File: src/rtl/uart_pkg.sv
// Shared UART definitions: Rx FSM state encoding and frame-length helper.
package uart_pkg;

  typedef enum logic [1:0] {
    IDLE      = 2'd0,
    START_CHK = 2'd1,
    BITS      = 2'd2,
    WAIT_IDLE = 2'd3
  } rx_state_e;

  // Bits strobed after the start bit: data + optional parity + stop bits.
  function automatic int frame_len(input int data_width, input int parity_enabled,
                                   input int stop_bits);
    return data_width + parity_enabled + stop_bits;
  endfunction

endpackage

File: src/rtl/uart_bit_timer.sv
// Bit-period counter with mid-bit and end-of-bit ticks; shared by the Rx and Tx paths.
module uart_bit_timer #(
  parameter int  CLOCKS_PER_BIT = 5000,
  localparam int CW             = $clog2(CLOCKS_PER_BIT)
) (
  input  logic clk,
  input  logic reset,
  input  logic clear,
  input  logic enable,
  output logic half_tick,
  output logic full_tick
);

  localparam int HALF = CLOCKS_PER_BIT / 2;

  logic [CW-1:0] cnt;

  always_ff @(posedge clk) begin
    if (reset || clear) begin
      cnt <= '0;
    end else if (enable) begin
      cnt <= full_tick ? '0 : cnt + 1'b1;
    end
  end

  assign half_tick = (cnt == CW'(HALF - 1));
  assign full_tick = (cnt == CW'(CLOCKS_PER_BIT - 1));

`ifdef FORMAL
  always_comb assert (int'(cnt) < CLOCKS_PER_BIT);
`endif

endmodule

File: src/rtl/uart_rx_frame_timer.sv
// UART Rx front end: start-bit qualification, bit-centre strobes, bit indexing and stop-bit checks.
module uart_rx_frame_timer
  import uart_pkg::*;
#(
  parameter int  DATA_WIDTH     = 8,
  parameter int  PARITY_ENABLED = 1,
  parameter int  STOP_BITS      = 1,
  parameter int  CLOCKS_PER_BIT = 5000,
  localparam int N              = frame_len(DATA_WIDTH, PARITY_ENABLED, STOP_BITS),
  localparam int BIW            = $clog2(N)
) (
  input  logic           clk,
  input  logic           reset,
  input  logic           serial_in_synced,
  input  logic           enable,
  output logic           start_detected,
  output logic           false_start,
  output logic           sample_strobe,
  output logic [BIW-1:0] bit_index,
  output logic           sample_bit,
  output logic           frame_active,
  output logic           frame_done,
  output logic           framing_error
);

  localparam int STOP_FIRST = DATA_WIDTH + PARITY_ENABLED;

  if (CLOCKS_PER_BIT < 4) begin : g_bad_cpb
    $error("uart_rx_frame_timer: CLOCKS_PER_BIT must be >= 4");
  end
  if (STOP_BITS < 1 || STOP_BITS > 2) begin : g_bad_stop
    $error("uart_rx_frame_timer: STOP_BITS must be 1 or 2");
  end
  if (DATA_WIDTH < 5 || DATA_WIDTH > 9) begin : g_bad_data
    $error("uart_rx_frame_timer: DATA_WIDTH must be 5..9");
  end

  rx_state_e      state, state_next;
  logic           prev_line, falling;
  logic           half_tick, full_tick, timer_clear;
  logic [BIW-1:0] bit_cnt;
  logic           start_d, false_d, strobe_d, done_d, ferr_d;

  assign falling     = !serial_in_synced && prev_line;
  // Timer restarts from zero on every state change and is held idle outside the frame.
  assign timer_clear = (state_next != state) || (state == IDLE) || (state == WAIT_IDLE);

  uart_bit_timer #(
    .CLOCKS_PER_BIT(CLOCKS_PER_BIT)
  ) u_bit_timer (
    .clk      (clk),
    .reset    (reset),
    .clear    (timer_clear),
    .enable   (enable),
    .half_tick(half_tick),
    .full_tick(full_tick)
  );

  always_comb begin
    state_next = state;
    start_d    = 1'b0;
    false_d    = 1'b0;
    strobe_d   = 1'b0;
    done_d     = 1'b0;
    ferr_d     = 1'b0;
    if (!enable) begin
      state_next = IDLE;
    end else begin
      case (state)
        IDLE: if (falling) state_next = START_CHK;
        START_CHK: begin
          if (half_tick) begin
            if (!serial_in_synced) begin
              start_d    = 1'b1;
              state_next = BITS;
            end else begin
              false_d    = 1'b1;
              state_next = IDLE;
            end
          end
        end
        BITS: begin
          if (full_tick) begin
            strobe_d = 1'b1;
            if (bit_cnt >= BIW'(STOP_FIRST)) begin
              if (!serial_in_synced) begin
                ferr_d     = 1'b1;
                state_next = WAIT_IDLE;
              end else if (bit_cnt == BIW'(N - 1)) begin
                done_d     = 1'b1;
                state_next = IDLE;
              end
            end
          end
        end
        WAIT_IDLE: if (serial_in_synced) state_next = IDLE;
        default: state_next = IDLE;
      endcase
    end
  end

  always_ff @(posedge clk) begin
    if (reset) begin
      state          <= IDLE;
      prev_line      <= 1'b0;
      bit_cnt        <= '0;
      start_detected <= 1'b0;
      false_start    <= 1'b0;
      sample_strobe  <= 1'b0;
      bit_index      <= '0;
      sample_bit     <= 1'b0;
      frame_active   <= 1'b0;
      frame_done     <= 1'b0;
      framing_error  <= 1'b0;
    end else begin
      state          <= state_next;
      prev_line      <= serial_in_synced;
      start_detected <= start_d;
      false_start    <= false_d;
      sample_strobe  <= strobe_d;
      frame_done     <= done_d;
      framing_error  <= ferr_d;
      // Held high through the cycle that carries the terminating pulse.
      frame_active   <= (state_next == START_CHK) || (state_next == BITS) ||
                        false_d || done_d || ferr_d;
      if (start_d) begin
        bit_cnt   <= '0;
        bit_index <= '0;
      end
      if (strobe_d) begin
        bit_index  <= bit_cnt;
        sample_bit <= serial_in_synced;
        if (bit_cnt != BIW'(N - 1)) bit_cnt <= bit_cnt + 1'b1;
      end
    end
  end

`ifdef FORMAL
  rx_state_e state_q1;
  logic      past_valid;
  always_ff @(posedge clk) begin
    state_q1   <= state;
    past_valid <= !reset;
  end
  always_comb begin
    assert ($onehot0({frame_done, framing_error, false_start}));
    if (past_valid && sample_strobe) assert (state_q1 != IDLE && state_q1 != START_CHK);
    if (past_valid && start_detected) assert (state_q1 == START_CHK);
  end
`endif

endmodule
File: config.mk
export PLATFORM = sky130hd
export DESIGN_NAME = uart_rx_frame_timer
export DESIGN_NICKNAME = d
export VERILOG_FILES = /design/src/rtl/uart_pkg.sv /design/src/rtl/uart_bit_timer.sv /design/src/rtl/uart_rx_frame_timer.sv
export SDC_FILE = /design/constraint.sdc
export NUM_CORES = 1
export LEC_CHECK = 0
export CAP_MARGIN = 15
export CELL_PAD_IN_SITES_DETAIL_PLACEMENT = 1
export CELL_PAD_IN_SITES_GLOBAL_PLACEMENT = 2
export CORE_ASPECT_RATIO = 0.5
export CORE_UTILIZATION = 39
export CTS_BUF_LIST = sky130_fd_sc_hd__clkbuf_4 sky130_fd_sc_hd__clkbuf_8
export DETAILED_ROUTE_END_ITERATION = 8
export HOLD_SLACK_MARGIN = 0.08
export PLACE_DENSITY_LB_ADDON = 0.25
export SETUP_SLACK_MARGIN = 0.5
export SLEW_MARGIN = 40
export SYNTH_ARGS = -nofsm -noshare
export SYNTH_HDL_FRONTEND = slang
export SYNTH_HIERARCHICAL = 1
export SYNTH_SLANG_ARGS = --single-unit
export TNS_END_PERCENT = 100
File: constraint.sdc
create_clock -name clk -period 6.2 [get_ports clk]
set_input_delay 1.55 -clock clk [delete_from_list [all_inputs] [get_ports clk]]
set_output_delay 1.55 -clock clk [all_outputs]
set_load 0.01 [all_outputs]
* Word level (Yosys, flattened, before mapping)
Index checks and enable logic that the tools add are counted.
Word-level totals: register bits 31, output and inout bits 11
Cells by class: add/subtract/negate cells 2, order comparisons 1, equality and inequality tests 10, multiplexer cells 37, reduce and logical (&&, ||, !) cells 11
Operators with widths (count):
- 1-bit 2-to-1 mux | 21
- 4-bit 2-to-1 mux | 5
- 2-bit 2-to-1 mux | 9
- 13-bit by 1-bit adder with 13-bit output (second input constant) | 1
- 13-bit by 12-bit equality test with 1-bit output (second input constant) | 1
- 13-bit equality test (second input constant) | 1
- 13-bit 2-to-1 mux | 1
- 2-bit one-hot mux with 4 select lines | 1
- 1-bit logical OR | 7
- 2-bit equality test (second input constant) | 3
- 4-bit by 1-bit adder with 4-bit output (second input constant) | 1
- 2-bit by 1-bit equality test with 1-bit output (second input constant) | 2
- 4-bit equality test (second input constant) | 1
- 4-bit >= comparator (second input constant) | 1
- 4-bit inequality test (second input constant) | 1
- 2-bit zero test | 1
- 2-bit inequality test | 1
- 2-bit nonzero test | 1
- 1-bit logical AND | 1
- 1-bit zero test | 1

* Depth between registers and ports, before layout
Gate-level depths: netlist of the first run.
depth after elaboration 12, mapped depth 12

* Hierarchy
The synthesis of the first run kept the hierarchy.
By module, submodules not included:
- uart_rx_frame_timer | times used 1, cells each 87, area an instance 832.0 um^2
- uart_bit_timer | times used 1, cells each 77, area an instance 665.6 um^2

* Worst setup path after synthesis of the first run
OpenSTA, ideal clock, no wires.
kind input to register, start input serial_in_synced, end register u_bit_timer.cnt[10], setup time 0.064 ns, arrival time 2.783 ns, required time 6.136 ns, path slack 3.353 ns, stages on the path 9, cell sequence buf_6 > nand4b_1 > a21oi_2 > o311ai_4 > mux2i_1 > nor2_1 > o31ai_4 > buf_6 > nor2_1
Between the ends: longest elaborated chain between the ends 9
RTL lines:
- from (decl) | line uart_rx_frame_timer.sv:14 | input logic serial_in_synced,
- 2-bit 2-to-1 mux / 1-bit zero test (equally long branches)
- 2-bit 2-to-1 mux / 1-bit logical AND (equally long branches) | line uart_rx_frame_timer.sv:85, uart_rx_frame_timer.sv:44
- 2-bit 2-to-1 mux (on tied branches) | line uart_rx_frame_timer.sv:83, uart_rx_frame_timer.sv:70
- 2-bit one-hot mux with 4 select lines * | line uart_rx_frame_timer.sv:69 | case (state)
- 2-bit 2-to-1 mux * | line uart_rx_frame_timer.sv:66 | if (!enable) begin
- 2-bit inequality test * | line uart_rx_frame_timer.sv:46 | assign timer_clear = (state_next != state) || (state == IDLE) || (state == WAIT_IDLE);
- 1-bit logical OR * (2 in series) | line uart_rx_frame_timer.sv:46
- named net timer_clear | line uart_rx_frame_timer.sv:40 | logic half_tick, full_tick, timer_clear;
- 1-bit logical OR * | line uart_bit_timer.sv:19 | if (reset || clear) begin
- to (signal assigned) | line uart_bit_timer.sv:22 | cnt <= full_tick ? '0 : cnt + 1'b1;
- to (decl) | line uart_bit_timer.sv:16 | logic [CW-1:0] cnt;
The timed path passes the listed nets; every way through them passes the cells marked *. A chain may end at the register's enable or synchronous reset.

* Worst setup path in the final report of the first run
start input serial_in_synced, end register u_bit_timer.cnt[6]
Same word-level chain as after synthesis.

==> impl_table.tex, run 1 <==
\begin{tabular}{lr}
\hline
Metric & Value \\
\hline
\multicolumn{2}{l}{\textbf{Timing}} \\
Max Clock Freq & 0.302 GHz \\
Final worst-path setup slack & 2.89 ns \\
Count of final hold-check violations & 0 \\
Final setup fails & 0 \\
Final worst path period share & 53.4\% \\
Final-layout setup total negative slack & 0 ns \\
Worst hold slack & 0.478 ns \\
Worst-margin pin slew & 0.747 ns \\
Relative slew margins & 50.0\% \\
Pins Over Slew Limit & 0 \\
Clock skew after layout & 0.00704 ns \\
Final critical-path required period & 3.31 ns \\
Unrepaired setup endpoints after global routing & false \\
\multicolumn{2}{l}{\textbf{Placed design}} \\
Post-DP HPWL & 2250 um \\
Routability congestion estimate & 0.745 \\
Placed inst area & 1660 um2 \\
Count of input and output buffers & 14 \\
Pre-CTS WS & 2.57 ns \\
\multicolumn{2}{l}{\textbf{Finish}} \\
Ratio of cells with drive above 1 in the final layout & 11.2\% \\
Relative area change from synthesis to final layout & 16.6\% \\
Total area of sequential cells & 621 um2 \\
\# nets final & 186 \\
Final core area utilization & 49.2\% \\
Ant diodes & 0 \\
Fill cell count & 400 \\
Fin area & 1750 um2 \\
Area of combinational cells with multiple inputs & 818 um2 \\
\multicolumn{2}{l}{\textbf{Synthesis}} \\
Gate Count Post-Synth & 164 \\
Synth Flop Type & sky130\_fd\_sc\_hd\_\_dfxtp\_1 \\
Number of synthesized flops with an enable pin & 0 \\
Fraction of registers with async set/reset & 0\% \\
Most frequent cells after synthesis & sky130\_fd\_sc\_hd\_\_dfxtp\_1 (31), sky130\_fd\_sc\_hd\_\_nor2\_1 (30), sky130\_fd\_sc\_hd\_\_nand2\_1 (13) \\
Cell Area, Synth & 1500 um2 \\
Cell type with the largest total area after synthesis & sky130\_fd\_sc\_hd\_\_dfxtp\_1 \\
Count leader, synth & sky130\_fd\_sc\_hd\_\_dfxtp\_1 \\
Count of warnings emitted by yosys & 6 \\
Number of different library cells in the post-synthesis netlist & 42 \\
Post-synth top area share & 41.4\% \\
Average cell area after synthesis & 9.13 um2 \\
Total nets after synthesis & 172 \\
Total of flip-flops plus latches after synthesis & 31 \\
Sequential-to-total area share from yosys stat & 41.4\% \\
Leading cell types by total area after synthesis & sky130\_fd\_sc\_hd\_\_dfxtp\_1 (41\%), sky130\_fd\_sc\_hd\_\_nor2\_1 (7.5\%), sky130\_fd\_sc\_hd\_\_xnor2\_1 (5.8\%) \\
\multicolumn{2}{l}{\textbf{GRT}} \\
Total routing usage reported by global routing & 18.0\% \\
Number of antenna violations at the first check in global routing & 0 \\
Global-route wire length before repair & 5320 um \\
Largest net degree at the start of global routing & 16 \\
Via count of the first global-routing pass & 1120 \\
Total overflow reported by the global router & 0 \\
\multicolumn{2}{l}{\textbf{Pwr}} \\
Sw Share & 21.4\% \\
Power share of the sequential group & 53.9\% \\
Internal Power & 292 uW \\
Pwr Density & 212 nW/um2 \\
Total leakage power & 0.000609 uW \\
Highest ir drop seen on vdd & 80.9 uV \\
Net switching component of the power & 79.4 uW \\
Part of the power in combinational logic & 3.0\% \\
Part of the power in the clock network & 43.1\% \\
\multicolumn{2}{l}{\textbf{Setup path}} \\
Top Family by Delay on Critical Path & buffers and inverters \\
Worst setup path category & input port to register \\
Largest incremental delay on the critical path & 0.68 ns \\
Worst path cell trace & clkdlybuf4s50\_1, nand4b\_1, a21oi\_2, o311ai\_4, mux2i\_1, nor2\_1, o31ai\_4, nor2\_1 \\
Buf+Inv Stages, Crit Path & 1 \\
Data arrival time of the worst path & 3.45 ns \\
Critical path startpoint category & input port \\
Category of the worst setup path capture point & register \\
Worst EP required & 6.34 ns \\
Slowest stage cell on the critical path & sky130\_fd\_sc\_hd\_\_clkdlybuf4s50\_1 \\
Maximum fanout along the worst path & 13 \\
Most frequent cell on the critical path & sky130\_fd\_sc\_hd\_\_nor2\_1 \\
\multicolumn{2}{l}{\textbf{Drt}} \\
Violation count after the first detailed-routing iteration & 18 \\
Post-detailed-route via-to-cell ratio & 5.00 \\
Routed vias & 1149 \\
Post-DR wirelength/cell & 13.7 um \\
Initial DRT Pass Iterations & 4 \\
Post-route DRC violation count & 0 \\
Antenna-violating nets left & 0 \\
Total detailed-routing wirelength & 3150 um \\
\multicolumn{2}{l}{\textbf{Worst hold path}} \\
Kind of path behind the tightest hold check & register to register \\
\multicolumn{2}{l}{\textbf{Floorplanning}} \\
Die area & 4110 um2 \\
IO Count & 15 \\
Std-Cell Core Area & 3550 um2 \\
Overall die width & 89.6 um \\
Initial standard-cell utilization of the core & 42.2\% \\
Standard-cell rows & 15 \\
Vertical extent of the die & 45.8 um \\
\multicolumn{2}{l}{\textbf{CTS}} \\
Number of H-tree levels & 2 \\
Number of buffers added for setup after CTS & 0 \\
Hold buffer count at cts & 0 \\
Clock latency on the worst-skew pair & 0.28 ns \\
TritonCTS Buffers & 5 \\
Root cell of the clock tree & sky130\_fd\_sc\_hd\_\_clkbuf\_8 \\
Total clock sinks & 31 \\
Clock input transition at the sequential cells of the worst setup and hold paths & 0.06 ns \\
Max Root-Sink Buffers & 2 \\
PostCTS Resize Cnt & 0 \\
CTS tree & yes \\
\multicolumn{2}{l}{\textbf{Outcome}} \\
Outcome & finished clean \\
\multicolumn{2}{l}{\textbf{Job}} \\
Number of maximum-capacitance violations & 0 \\
\hline
\end{tabular}
[worst register-to-register path: cells and delay by family, from the launching register on]
family,cells,cell delay (ns)
flip-flops,1,0.40
AO/OA/AOI/OAI,3,0.78
multiplexers,1,0.24
AND/OR/NAND/NOR,4,1.30
[layout by cell type, fill, tap and decap left out, types with 2 or more instances in the layout]
cell | Yosys | routed
sky130_fd_sc_hd__dfxtp_1 | 31 | 31
sky130_fd_sc_hd__nor2_1 | 30 | 30
sky130_fd_sc_hd__clkdlybuf4s50_1 | 0 | 14
sky130_fd_sc_hd__nand2_1 | 13 | 13
sky130_fd_sc_hd__xnor2_1 | 10 | 10
sky130_fd_sc_hd__nor3_1 | 6 | 6
sky130_fd_sc_hd__nand3_1 | 6 | 6
sky130_fd_sc_hd__a22o_1 | 5 | 5
sky130_fd_sc_hd__nand4_1 | 5 | 5
sky130_fd_sc_hd__clkbuf_8 | 0 | 5
sky130_fd_sc_hd__inv_1 | 4 | 4
sky130_fd_sc_hd__ha_1 | 4 | 4
sky130_fd_sc_hd__nor4_1 | 4 | 4
sky130_fd_sc_hd__a21oi_1 | 3 | 3
sky130_fd_sc_hd__a21oi_2 | 3 | 3
sky130_fd_sc_hd__mux2i_1 | 3 | 3
sky130_fd_sc_hd__xor2_1 | 3 | 3
sky130_fd_sc_hd__and2b_1 | 2 | 2
sky130_fd_sc_hd__a21o_1 | 2 | 2
sky130_fd_sc_hd__o21ai_1 | 2 | 2
sky130_fd_sc_hd__nor2b_1 | 2 | 2
sky130_fd_sc_hd__clkbuf_4 | 0 | 2
[power by group through the flow]
stage	clock (uW)	combinational, uW	sequential, uW
6_report	160	11.1	200
5_1_grt	176	12.0	200
4_1_cts	167	11.2	200
3_5_place_dp	0	11.2	205
3_3_place_gp	0	11.0	205
2_1_floorplan	0	7.19	204
[area by class of cell]
class | instances | area share (%)
multi-input cells | 122 | 46.8
flip-flops and latches | 31 | 35.5
repair buffers | 14 | 8.02
clock buffers | 7 | 4.80
well taps | 51 | 3.65
inverters | 4 | 0.860
clock inverters | 1 | 0.287
[path summary, 6_finish.rpt]
check                           depth (start not counted)                  to          startpoint  slack, ns
worst max-delay path                                    8  u_bit_timer/cnt[6]    serial_in_synced       2.89
worst min-delay path                                    1        bit_index[3]        bit_index[3]       0.48
worst max register to register                          8  u_bit_timer/cnt[6]  u_bit_timer/cnt[2]       3.36
worst min register to register                          1        bit_index[3]        bit_index[3]       0.48
[stage by stage]
stage                     power (uW)  cells
after floorplan                  212    164
after global placement           216    222
after detailed placement         216    222
after CTS                        378    230
after global routing             388    230
final                            371    230
[kinds of logic after synthesis]
logic type                 count (synthesis)  share of synthesized area (%)
and+or+nand+nor                           82                           29.9
AOI/OAI and AO/OA                         20                           11.8
DFF                                       31                           41.4
adders and majority gates                  4                           3.34
buffers and inverters                     11                           3.93
xor gates and xnor gates                  13                           7.60
muxes                                      3                           2.01
[flip-flops by register name, indices dropped and copies added, names as in the netlist]
name,cells
bit_index,4
u_bit_timer/cnt,13
state,2
frame_done,1
frame_active,1
sample_strobe,1
bit_cnt,4
prev_line,1
false_start,1
start_detected,1
framing_error,1
sample_bit,1
[metal layers]
metal | track usage [%] | share of wire, %
met1 | 23.8 | 53
met2 | 27.4 | 42
met3 | 5.43 | 3.4
met4 | 7.62 | 0.92
met5 | 0 | 0
No activity file was read; power rests on OpenSTA's default activity.
==> inputs of run 2 (changes only) <==
Settings changed: CORE_UTILIZATION 39 to 36.
Clock period 6.2 ns to 3.1 ns, I/O delays scaled along.
==> impl_table.tex, run 2 (synthesis results as in run 1) <==
\begin{tabular}{lr}
\hline
Metric & Value \\
\hline
\multicolumn{2}{l}{\textbf{Outcome}} \\
Outcome & finished clean \\
\multicolumn{2}{l}{\textbf{Drt}} \\
Post-detailed-route via-to-cell ratio & 5.10 (+2.0\%) \\
Total detailed-routing wirelength & 3290 um (+4.5\%) \\
Post-DR wirelength/cell & 13.8 um (+0.96\%) \\
Violation count after the first detailed-routing iteration & 11 (-7) \\
Antenna-violating nets left & 0 (unchanged) \\
Routed vias & 1213 (+5.6\%) \\
Post-route DRC violation count & 0 (unchanged) \\
Initial DRT Pass Iterations & 4 (unchanged) \\
\multicolumn{2}{l}{\textbf{CTS}} \\
CTS tree & yes \\
Max Root-Sink Buffers & 2 (unchanged) \\
Root cell of the clock tree & sky130\_fd\_sc\_hd\_\_clkbuf\_8 \\
TritonCTS Buffers & 5 (unchanged) \\
Hold buffer count at cts & 0 (unchanged) \\
Clock input transition at the sequential cells of the worst setup and hold paths & 0.07 ns (about the same) \\
Clock latency on the worst-skew pair & 0.28 ns (about the same) \\
Number of H-tree levels & 2 (unchanged) \\
Total clock sinks & 31 (unchanged) \\
\multicolumn{2}{l}{\textbf{Setup path}} \\
Setup slack, reg-to-reg & 0.66 ns (-2.70 ns) \\
Worst setup path category & input port to register \\
Slowest stage cell on the critical path & sky130\_fd\_sc\_hd\_\_clkdlybuf4s50\_1 \\
Data arrival time of the worst path & 2.59 ns (-0.86 ns) \\
Cell depth of the worst flop-to-flop path & 8 (unchanged) \\
Worst path cell trace & clkdlybuf4s50\_1, and3b\_2, o311ai\_4, mux2i\_1, nor2\_2, o31ai\_2, nor2\_1 \\
Category of the worst setup path capture point & register \\
Maximum fanout along the worst path & 10 (-3) \\
Critical path startpoint category & input port \\
WP depth & 7 (-1) \\
Buf+Inv Stages, Crit Path & 1 (unchanged) \\
Largest incremental delay on the critical path & 0.65 ns (-0.03 ns) \\
Worst EP required & 3.24 ns (-3.10 ns) \\
Top Family by Delay on Critical Path & buffers and inverters \\
\multicolumn{2}{l}{\textbf{Finish}} \\
\# nets final & 191 (+2.7\%) \\
Most common library cell in the layout ignoring fill and taps & sky130\_fd\_sc\_hd\_\_dfxtp\_1 \\
Ratio of cells with drive above 1 in the final layout & 15.2\% (+4.0 points) \\
Fin area & 1840 um2 (+5.2\%) \\
Area of combinational cells with multiple inputs & 846 um2 (+3.4\%) \\
Final Non-Filler Cells & 238 (+3.5\%) \\
Max reg flops & 13 (unchanged) \\
Relative area change from synthesis to final layout & 22.6\% \\
Total area of sequential cells & 621 um2 (unchanged) \\
Fill cell count & 465 (+16\%) \\
Ant diodes & 0 (unchanged) \\
Top reg by flops & u\_bit\_timer/cnt \\
Highest-count cells in the layout ignoring fill and taps & sky130\_fd\_sc\_hd\_\_dfxtp\_1 (31), sky130\_fd\_sc\_hd\_\_nor2\_1 (28), sky130\_fd\_sc\_hd\_\_clkdlybuf4s50\_1 (14), sky130\_fd\_sc\_hd\_\_nand2\_1 (13), sky130\_fd\_sc\_hd\_\_xnor2\_1 (10) \\
Registers with the highest flip-flop counts & u\_bit\_timer/cnt x13, bit\_cnt x4, bit\_index x4 \\
\multicolumn{2}{l}{\textbf{Timing}} \\
Worst-margin pin slew & 0.533 ns (-0.214 ns) \\
Final-layout setup total negative slack & 0 ns (unchanged) \\
Unrepaired setup endpoints after global routing & false \\
Count of final hold-check violations & 0 (unchanged) \\
Final setup fails & 0 (unchanged) \\
Final worst-path setup slack & 0.650 ns (-2.24 ns) \\
Final critical-path required period & 2.45 ns \\
Max Clock Freq & 0.408 GHz \\
Final worst path period share & 79.0\% \\
Clock skew after layout & 0.00867 ns (+0.00163 ns) \\
Relative slew margins & 64.3\% (+14 points) \\
Pins Over Slew Limit & 0 (unchanged) \\
\multicolumn{2}{l}{\textbf{Pwr}} \\
Pwr Density & 457 nW/um2 (+120\%) \\
Overall power & 840 uW (+130\%) \\
Total leakage power & 0.000642 uW (+5.4\%) \\
Highest ir drop seen on vdd & 164 uV (+100\%) \\
\multicolumn{2}{l}{\textbf{GRT}} \\
Global-route wire length before repair & 5310 um (-0.24\%) \\
Via count of the first global-routing pass & 1075 (-4.0\%) \\
Number of antenna violations at the first check in global routing & 0 (unchanged) \\
Largest net degree at the start of global routing & 14 (-2) \\
Total overflow reported by the global router & 0 (unchanged) \\
Total routing usage reported by global routing & 16.2\% (-1.8 points) \\
\multicolumn{2}{l}{\textbf{Floorplanning}} \\
Standard-cell rows & 16 (+1) \\
Die area & 4440 um2 (+8.1\%) \\
Std-Cell Core Area & 3940 um2 (+11\%) \\
Initial standard-cell utilization of the core & 38.0\% (-4.2 points) \\
IO Count & 15 (unchanged) \\
Vertical extent of the die & 47.6 um (+3.9\%) \\
Overall die width & 93.2 um (+4.0\%) \\
\multicolumn{2}{l}{\textbf{Job}} \\
Number of maximum-capacitance violations & 0 (unchanged) \\
\multicolumn{2}{l}{\textbf{Worst hold path}} \\
Worst hold path stage count & 1 (unchanged) \\
Kind of path behind the tightest hold check & register to register \\
\multicolumn{2}{l}{\textbf{Placed design}} \\
Placed inst area & 1680 um2 (+1.6\%) \\
Pre-CTS WS & 0.307 ns (-2.26 ns) \\
Cell Count Post-Placement & 228 (+2.7\%) \\
Routability congestion estimate & 0.734 (-1.4\%) \\
Count of input and output buffers & 14 (unchanged) \\
Post-DP HPWL & 2300 um (+2.2\%) \\
\hline
\end{tabular}
run 2: layer usage:
| metal | part of all wire [%] | vias up | GRT usage [%] |
|---|---|---|---|
| li1 | - | 611 | - |
| met1 | 51 | 582 | 20.4 |
| met2 | 45 | 15 | 26.8 |
| met3 | 3.3 | 5 | 5.71 |
| met4 | 0.91 | 0 | 5.54 |
| met5 | 0 | - | 0 |
run 2: area by class of cell:
cell class	instances	share of cell area, %
multi-input combinational	123	46.0
inverter	4	0.817
sequential	31	33.8
tap	54	3.68
timing repair buffer	18	9.26
clock inverter	2	1.91
clock buffer	6	4.50
run 2: worst paths after layout:
path                      startpoint                  to
setup / recovery    serial_in_synced  u_bit_timer/cnt[5]
hold / removal          bit_index[1]        bit_index[1]
setup reg to reg  u_bit_timer/cnt[2]  u_bit_timer/cnt[5]
hold reg to reg         bit_index[1]        bit_index[1]
run 2: report_power, final:
group / switching, uW / total [uW] / internal, uW
Clock: 155 / 415 / 260
Combinational: 13.5 / 24.6 / 11.1
Sequential: 0.849 / 400 / 399
run 2: repair_timing:
action / in CTS / in global routing
setup buffers: 0 / 1
gates resized for setup: 1 / 3
endpoints found under the hold margin: 0 / 0
cloned: 0 / 1
pin swaps: 0 / 2
endpoints found under the setup margin: 13 / 13
run 2: stage by stage:
step	utilization, %	hold WS, ns
6_report	46.6	0.486
5_1_grt	46.6	0.517
4_1_cts	45.8	0.493
3_5_place_dp	42.7	0.475
3_3_place_gp	42.7	0.460
2_1_floorplan	-	0.491
